$ cat config.mk
export PLATFORM = sky130hd
export DESIGN_NAME = parcv1_mem_arbiter
export DESIGN_NICKNAME = d
export VERILOG_FILES = /design/src/rtl/parcv1_pkg.sv /design/src/rtl/parcv1_arb_prio.sv /design/src/rtl/parcv1_mem_arbiter.sv
export SDC_FILE = /design/constraint.sdc
export NUM_CORES = 1
export LEC_CHECK = 0
export ABC_AREA = 1
export BUFFER_PORTS_ARGS = -buffer_cell sky130_fd_sc_hd__buf_2
export CAP_MARGIN = 10
export CORE_UTILIZATION = 30
export CTS_CLUSTER_DIAMETER = 80
export DETAILED_ROUTE_END_ITERATION = 16
export GPL_TIMING_DRIVEN = 0
export HOLD_SLACK_MARGIN = 0.03
export PLACE_DENSITY = 0.71
export SYNTH_ARGS = -nofsm -noshare
export SYNTH_HDL_FRONTEND = slang
export SYNTH_HIERARCHICAL = 1
export SYNTH_SLANG_ARGS = --single-unit
$ cat constraint.sdc
create_clock -name clk -period 3 [get_ports clk]
set_clock_uncertainty 0.2 [all_clocks]
set_input_delay 0.6 -clock clk [delete_from_list [all_inputs] [get_ports clk]]
set_output_delay 0.6 -clock clk [all_outputs]
set_load 0.005 [all_outputs]
$ cat src/rtl/parcv1_pkg.sv
// parcv1_pkg: shared types for the parcv1 memory arbiter.
//   arb_state_e : arbiter FSM states (IDLE -> ISSUE -> WAIT -> IDLE)
//   owner_e     : which core port owns the outstanding memory transaction
package parcv1_pkg;

  typedef enum logic [1:0] {
    IDLE,
    ISSUE,
    WAIT
  } arb_state_e;

  typedef enum logic {
    OWN_I,
    OWN_D
  } owner_e;

endpackage

$ cat src/rtl/parcv1_arb_prio.sv
// parcv1_arb_prio: combinational priority pick between fetch and data
// requests, plus the consecutive-data-grant counter that guarantees
// fetch progress.
//   clk, rst    : clock, synchronous active-high reset
//   imem_req_i  : fetch request pending
//   dmem_req_i  : data request pending
//   decide_i    : an arbitration decision is taken this cycle
//   winner_o    : selected owner (valid whenever a request is pending)
module parcv1_arb_prio
  import parcv1_pkg::*;
#(
  parameter int unsigned MAX_D_RUN = 4
) (
  input  logic   clk,
  input  logic   rst,
  input  logic   imem_req_i,
  input  logic   dmem_req_i,
  input  logic   decide_i,
  output owner_e winner_o
);

  localparam int unsigned RW = $clog2(MAX_D_RUN + 1);
  localparam logic [RW-1:0] RUN_MAX = RW'(MAX_D_RUN);

  logic [RW-1:0] d_run_q, d_run_d;
  logic          d_win;

  always_comb begin
    // Data wins unless the fetch side has already waited through a full run.
    d_win    = dmem_req_i && !(imem_req_i && (d_run_q == RUN_MAX));
    winner_o = d_win ? OWN_D : OWN_I;

    d_run_d = d_run_q;
    if (decide_i) begin
      if (d_win && imem_req_i) begin
        d_run_d = (d_run_q == RUN_MAX) ? d_run_q : d_run_q + 1'b1;
      end else begin
        d_run_d = '0;
      end
    end
  end

  always_ff @(posedge clk) begin
    if (rst) begin
      d_run_q <= '0;
    end else begin
      d_run_q <= d_run_d;
    end
  end

endmodule

$ cat src/rtl/parcv1_mem_arbiter.sv
// parcv1_mem_arbiter: serialises the parcv1 core's fetch (imem) and data
// (dmem) request ports onto one request/grant/response memory channel with
// a single outstanding transaction, routing each response to its owner.
//   clk, rst                          : clock, synchronous active-high reset
//   imem_req/imem_addr                : fetch request (held until imem_resp)
//   imem_data/imem_resp               : fetch data and completion pulse
//   dmem_req/addr/wdata/we            : data request (held until dmem_resp)
//   dmem_data/dmem_resp               : load data and completion pulse
//   mem_req/addr/wdata/we, mem_gnt    : registered request to memory
//   mem_resp/mem_rdata                : memory completion and read data
//   err_stray                         : sticky, response with nothing pending
module parcv1_mem_arbiter
  import parcv1_pkg::*;
#(
  parameter int unsigned XLEN      = 32,
  parameter int unsigned MAX_D_RUN = 4
) (
  input  logic            clk,
  input  logic            rst,
  input  logic            imem_req,
  input  logic [XLEN-1:0] imem_addr,
  output logic [XLEN-1:0] imem_data,
  output logic            imem_resp,
  input  logic            dmem_req,
  input  logic [XLEN-1:0] dmem_addr,
  input  logic [XLEN-1:0] dmem_wdata,
  input  logic            dmem_we,
  output logic [XLEN-1:0] dmem_data,
  output logic            dmem_resp,
  output logic            mem_req,
  output logic [XLEN-1:0] mem_addr,
  output logic [XLEN-1:0] mem_wdata,
  output logic            mem_we,
  input  logic            mem_gnt,
  input  logic            mem_resp,
  input  logic [XLEN-1:0] mem_rdata,
  output logic            err_stray
);

  arb_state_e      state_q, state_d;
  owner_e          owner_q, owner_d;
  logic [XLEN-1:0] addr_q, addr_d;
  logic [XLEN-1:0] wdata_q, wdata_d;
  logic            we_q, we_d;
  logic            err_q, err_d;
  logic            decide;
  logic            resp_ok;
  owner_e          winner;

  parcv1_arb_prio #(
    .MAX_D_RUN (MAX_D_RUN)
  ) u_prio (
    .clk        (clk),
    .rst        (rst),
    .imem_req_i (imem_req),
    .dmem_req_i (dmem_req),
    .decide_i   (decide),
    .winner_o   (winner)
  );

  always_comb begin
    state_d = state_q;
    owner_d = owner_q;
    addr_d  = addr_q;
    wdata_d = wdata_q;
    we_d    = we_q;
    decide  = 1'b0;

    case (state_q)
      IDLE: begin
        if (imem_req || dmem_req) begin
          decide  = 1'b1;
          state_d = ISSUE;
          owner_d = winner;
          if (winner == OWN_D) begin
            addr_d  = dmem_addr;
            wdata_d = dmem_wdata;
            we_d    = dmem_we;
          end else begin
            addr_d  = imem_addr;
            wdata_d = '0;
            we_d    = 1'b0;
          end
        end
      end
      ISSUE: begin
        if (mem_gnt) begin
          state_d = WAIT;
        end
      end
      WAIT: begin
        if (mem_resp) begin
          state_d = IDLE;
        end
      end
      default: begin
        state_d = IDLE;
      end
    endcase
  end

  // Only a response in WAIT belongs to the outstanding transaction; any
  // other response (including one coinciding with the grant) is stray.
  always_comb begin
    resp_ok   = (state_q == WAIT) && mem_resp;
    imem_resp = resp_ok && (owner_q == OWN_I);
    dmem_resp = resp_ok && (owner_q == OWN_D);
    err_d     = err_q || (mem_resp && (state_q != WAIT));
    imem_data = mem_rdata;
    dmem_data = mem_rdata;
    mem_req   = (state_q == ISSUE);
    mem_addr  = addr_q;
    mem_wdata = wdata_q;
    mem_we    = we_q;
    err_stray = err_q;
  end

  always_ff @(posedge clk) begin
    if (rst) begin
      state_q <= IDLE;
      owner_q <= OWN_I;
      addr_q  <= '0;
      wdata_q <= '0;
      we_q    <= 1'b0;
      err_q   <= 1'b0;
    end else begin
      state_q <= state_d;
      owner_q <= owner_d;
      addr_q  <= addr_d;
      wdata_q <= wdata_d;
      we_q    <= we_d;
      err_q   <= err_d;
    end
  end

endmodule
==> results.yml <==
run_status:
  status: "complete, no violations"
grt:
  grtUsageTotal_pct: 17.0
  grt_pass1_vias: 3902
  grt_pass1_wl_um: 18900
  grt_max_degree: 13
  overflow: 0
  antenna_found_initial: 2
timing:
  setup_tns_ns: 0
  rsz0062_at_grt: "false"
  slew_headroom_pct: 66.1
  final-hold-violation-count: 0
  finalMaxSlewViolations: 0
  tightest_slew_ns: 0.509
  period_needed_ns: 2.12
  whs_ns: 0.259
  post-route-period-util_pct: 70.8
  setup_viol: 0
  max_freq_mhz: 471
min_path:
  hp-class: "flip-flop to flip-flop"
floorplan:
  coreArea_um2: 12800
  die_w_um: 118
  die_h_um: 118
  start_util_pct: 31.2
  rows: 41
  dieArea_um2: 13800
  ios: 268
setup_path:
  worst_setup_path_end_kind: "flip-flop"
  crit_required_ns: 3.03
  start_kind: "flip-flop"
  critPathKind: "flip-flop to flip-flop"
  cp_max_fo: 10
  worstPathArrival_ns: 2.15
routing:
  drc: 0
  first_pass_iters: 4
  vias: 4355
  via_per_inst: 4.11
  ant_nets: 0
  wl_per_cell_um: 11.1
  drtIter0Drc: 153
  drt-total-wl_um: 11800
clock_network:
  clk_pin_slew_worst_paths_ns: 0.06
  clock_sinks: 72
  ctsHoldBuffers: 0
  cts-htree-levels: 3
  clk_latency_ns: 0.34
  root_buffer: "clkbuf_16"
  cts_buffers: 9
  cts_setup_buffers: 0
  cts_resized: 0
  cts_tree: "done"
  clk_path_buf_depth: 2
synth:
  syn_nets: 773
  yosysWarnings: 6
  yosysUniqueCellTypes: 16
  ys_seq_area_share_pct: 36.0
  synth.ff_latch_count: 72
  syn_inst: 636
  syn_avg_cell_area_um2: 6.30
  syn_area_um2: 4010
power:
  powerDensity_nw_per_um2: 478
  fin_total_pwr_w: 0.00271
  leakage_nw: 3.38
  ir_drop_mv: 0.277
flow_run:
  cap_violations: 0
finish:
  area_delta_synth_final_pct: 41.6
  nNetsFinal: 1019
  final_core_util_pct: 44.3
  drive_gt1_share_pct: 38.1
placement:
  io_buffers: 235
  post-dp-hpwl_um: 9130
  place_congestion: 0.773
cell usage after synthesis (all sizes together):
cell type,n,area [um2]
xor2,1,8.76
inv,108,405
o21ai,32,160
clkbuf,13,48.8
nand3b,1,7.51
nor2,73,282
nand2,173,654
xnor2,1,8.76
a21oi,38,190
nand3,37,185
buf,85,591
dfxtp,72,1440
ha,2,25.0
cells by family (layout without fill, tap and decap cells):
kind of cell | Yosys count | after routing | synth area share, %
XOR/XNOR | 2 | 2 | 0.437
other | 0 | 1 | 0
AND/OR/NAND/NOR | 284 | 284 | 28.2
AO/OA/AOI/OAI | 70 | 70 | 8.74
adder cells (fa/ha/maj) | 2 | 2 | 0.624
buffers and inverters | 206 | 457 | 26.1
flip-flops | 72 | 72 | 36.0
state kept, by name, indices dropped and copies added (netlist names):
signal / count
mem_addr: 32
mem_wdata: 32
u_prio/d_run_q: 3
state_q: 2
err_stray: 1
mem_we: 1
owner_q: 1
routing by layer:
metal	GRT usage, %	wire (um)	vias to the layer above
met4	6.41	172	2
met2	29.6	5590	178
met5	0	10	-
met1	18.7	4930	1834
li1	-	-	2326
met3	6.49	1080	15
critical path, cell delays in order (launching register included):
cell,delay [ns]
dfxtp_1,0.37
inv_1,0.06
ha_1,0.20
nand3_1,0.08
nand2_1,0.05
inv_1,0.04
buf_2,0.21
clkbuf_1,0.43
o21ai_0,0.20
nor2_1,0.12
nor2_1,0.05
through the flow:
step / instances / area (um2) / worst slack (ns)
finish: 1060 / 5680 / 0.876
global route: 1060 / 5680 / 0.564
detailed placement: 1043 / 5400 / 0.689
floorplan: 636 / 4010 / 1.26
global placement: 1043 / 5400 / 0.697
CTS: 1059 / 5670 / 0.786
placed cells by master, fill, tap and decap left out:
master,count
a21oi_1,38
buf_2,254
buf_4,66
clkbuf_1,14
clkbuf_16,9
clkbuf_8,1
clkinv_2,3
clkinv_4,2
dfxtp_1,72
diode_2,1
ha_1,2
inv_1,108
nand2_1,171
nand2_2,2
nand3_1,37
nand3b_1,1
nor2_1,72
nor2_4,1
o21ai_0,32
xnor2_1,1
xor2_1,1
path summary, 6_finish.rpt:
path | slack (ns) | startpoint | to | cells after the start
setup reg to reg | 0.88 | u_prio/d_run_q[0] | mem_addr[3] | 10
hold / removal | 0.26 | mem_wdata[28] | mem_wdata[28] | 2
setup / recovery | 0.88 | u_prio/d_run_q[0] | mem_addr[3] | 10
hold reg to reg | 0.26 | mem_wdata[28] | mem_wdata[28] | 2
where the power goes:
part           internal (W)  total, W  switching [W]
combinational      0.000301  0.000638       0.000337
clock              0.000581  0.000996       0.000415
sequential          0.00104   0.00108      0.0000407
final cells by class:
class                   count  area (um2)
fillers                  1386        7150
multi-input cells         358        1520
clock buffers              11         243
clock inverters             5        32.5
repair buffers            235        1180
inverters                 108         405
plain buffers              98         639
well taps                 172         215
diodes                      1        2.50
flip-flops and latches     72        1440
No activity file was read; power rests on OpenSTA's default activity.
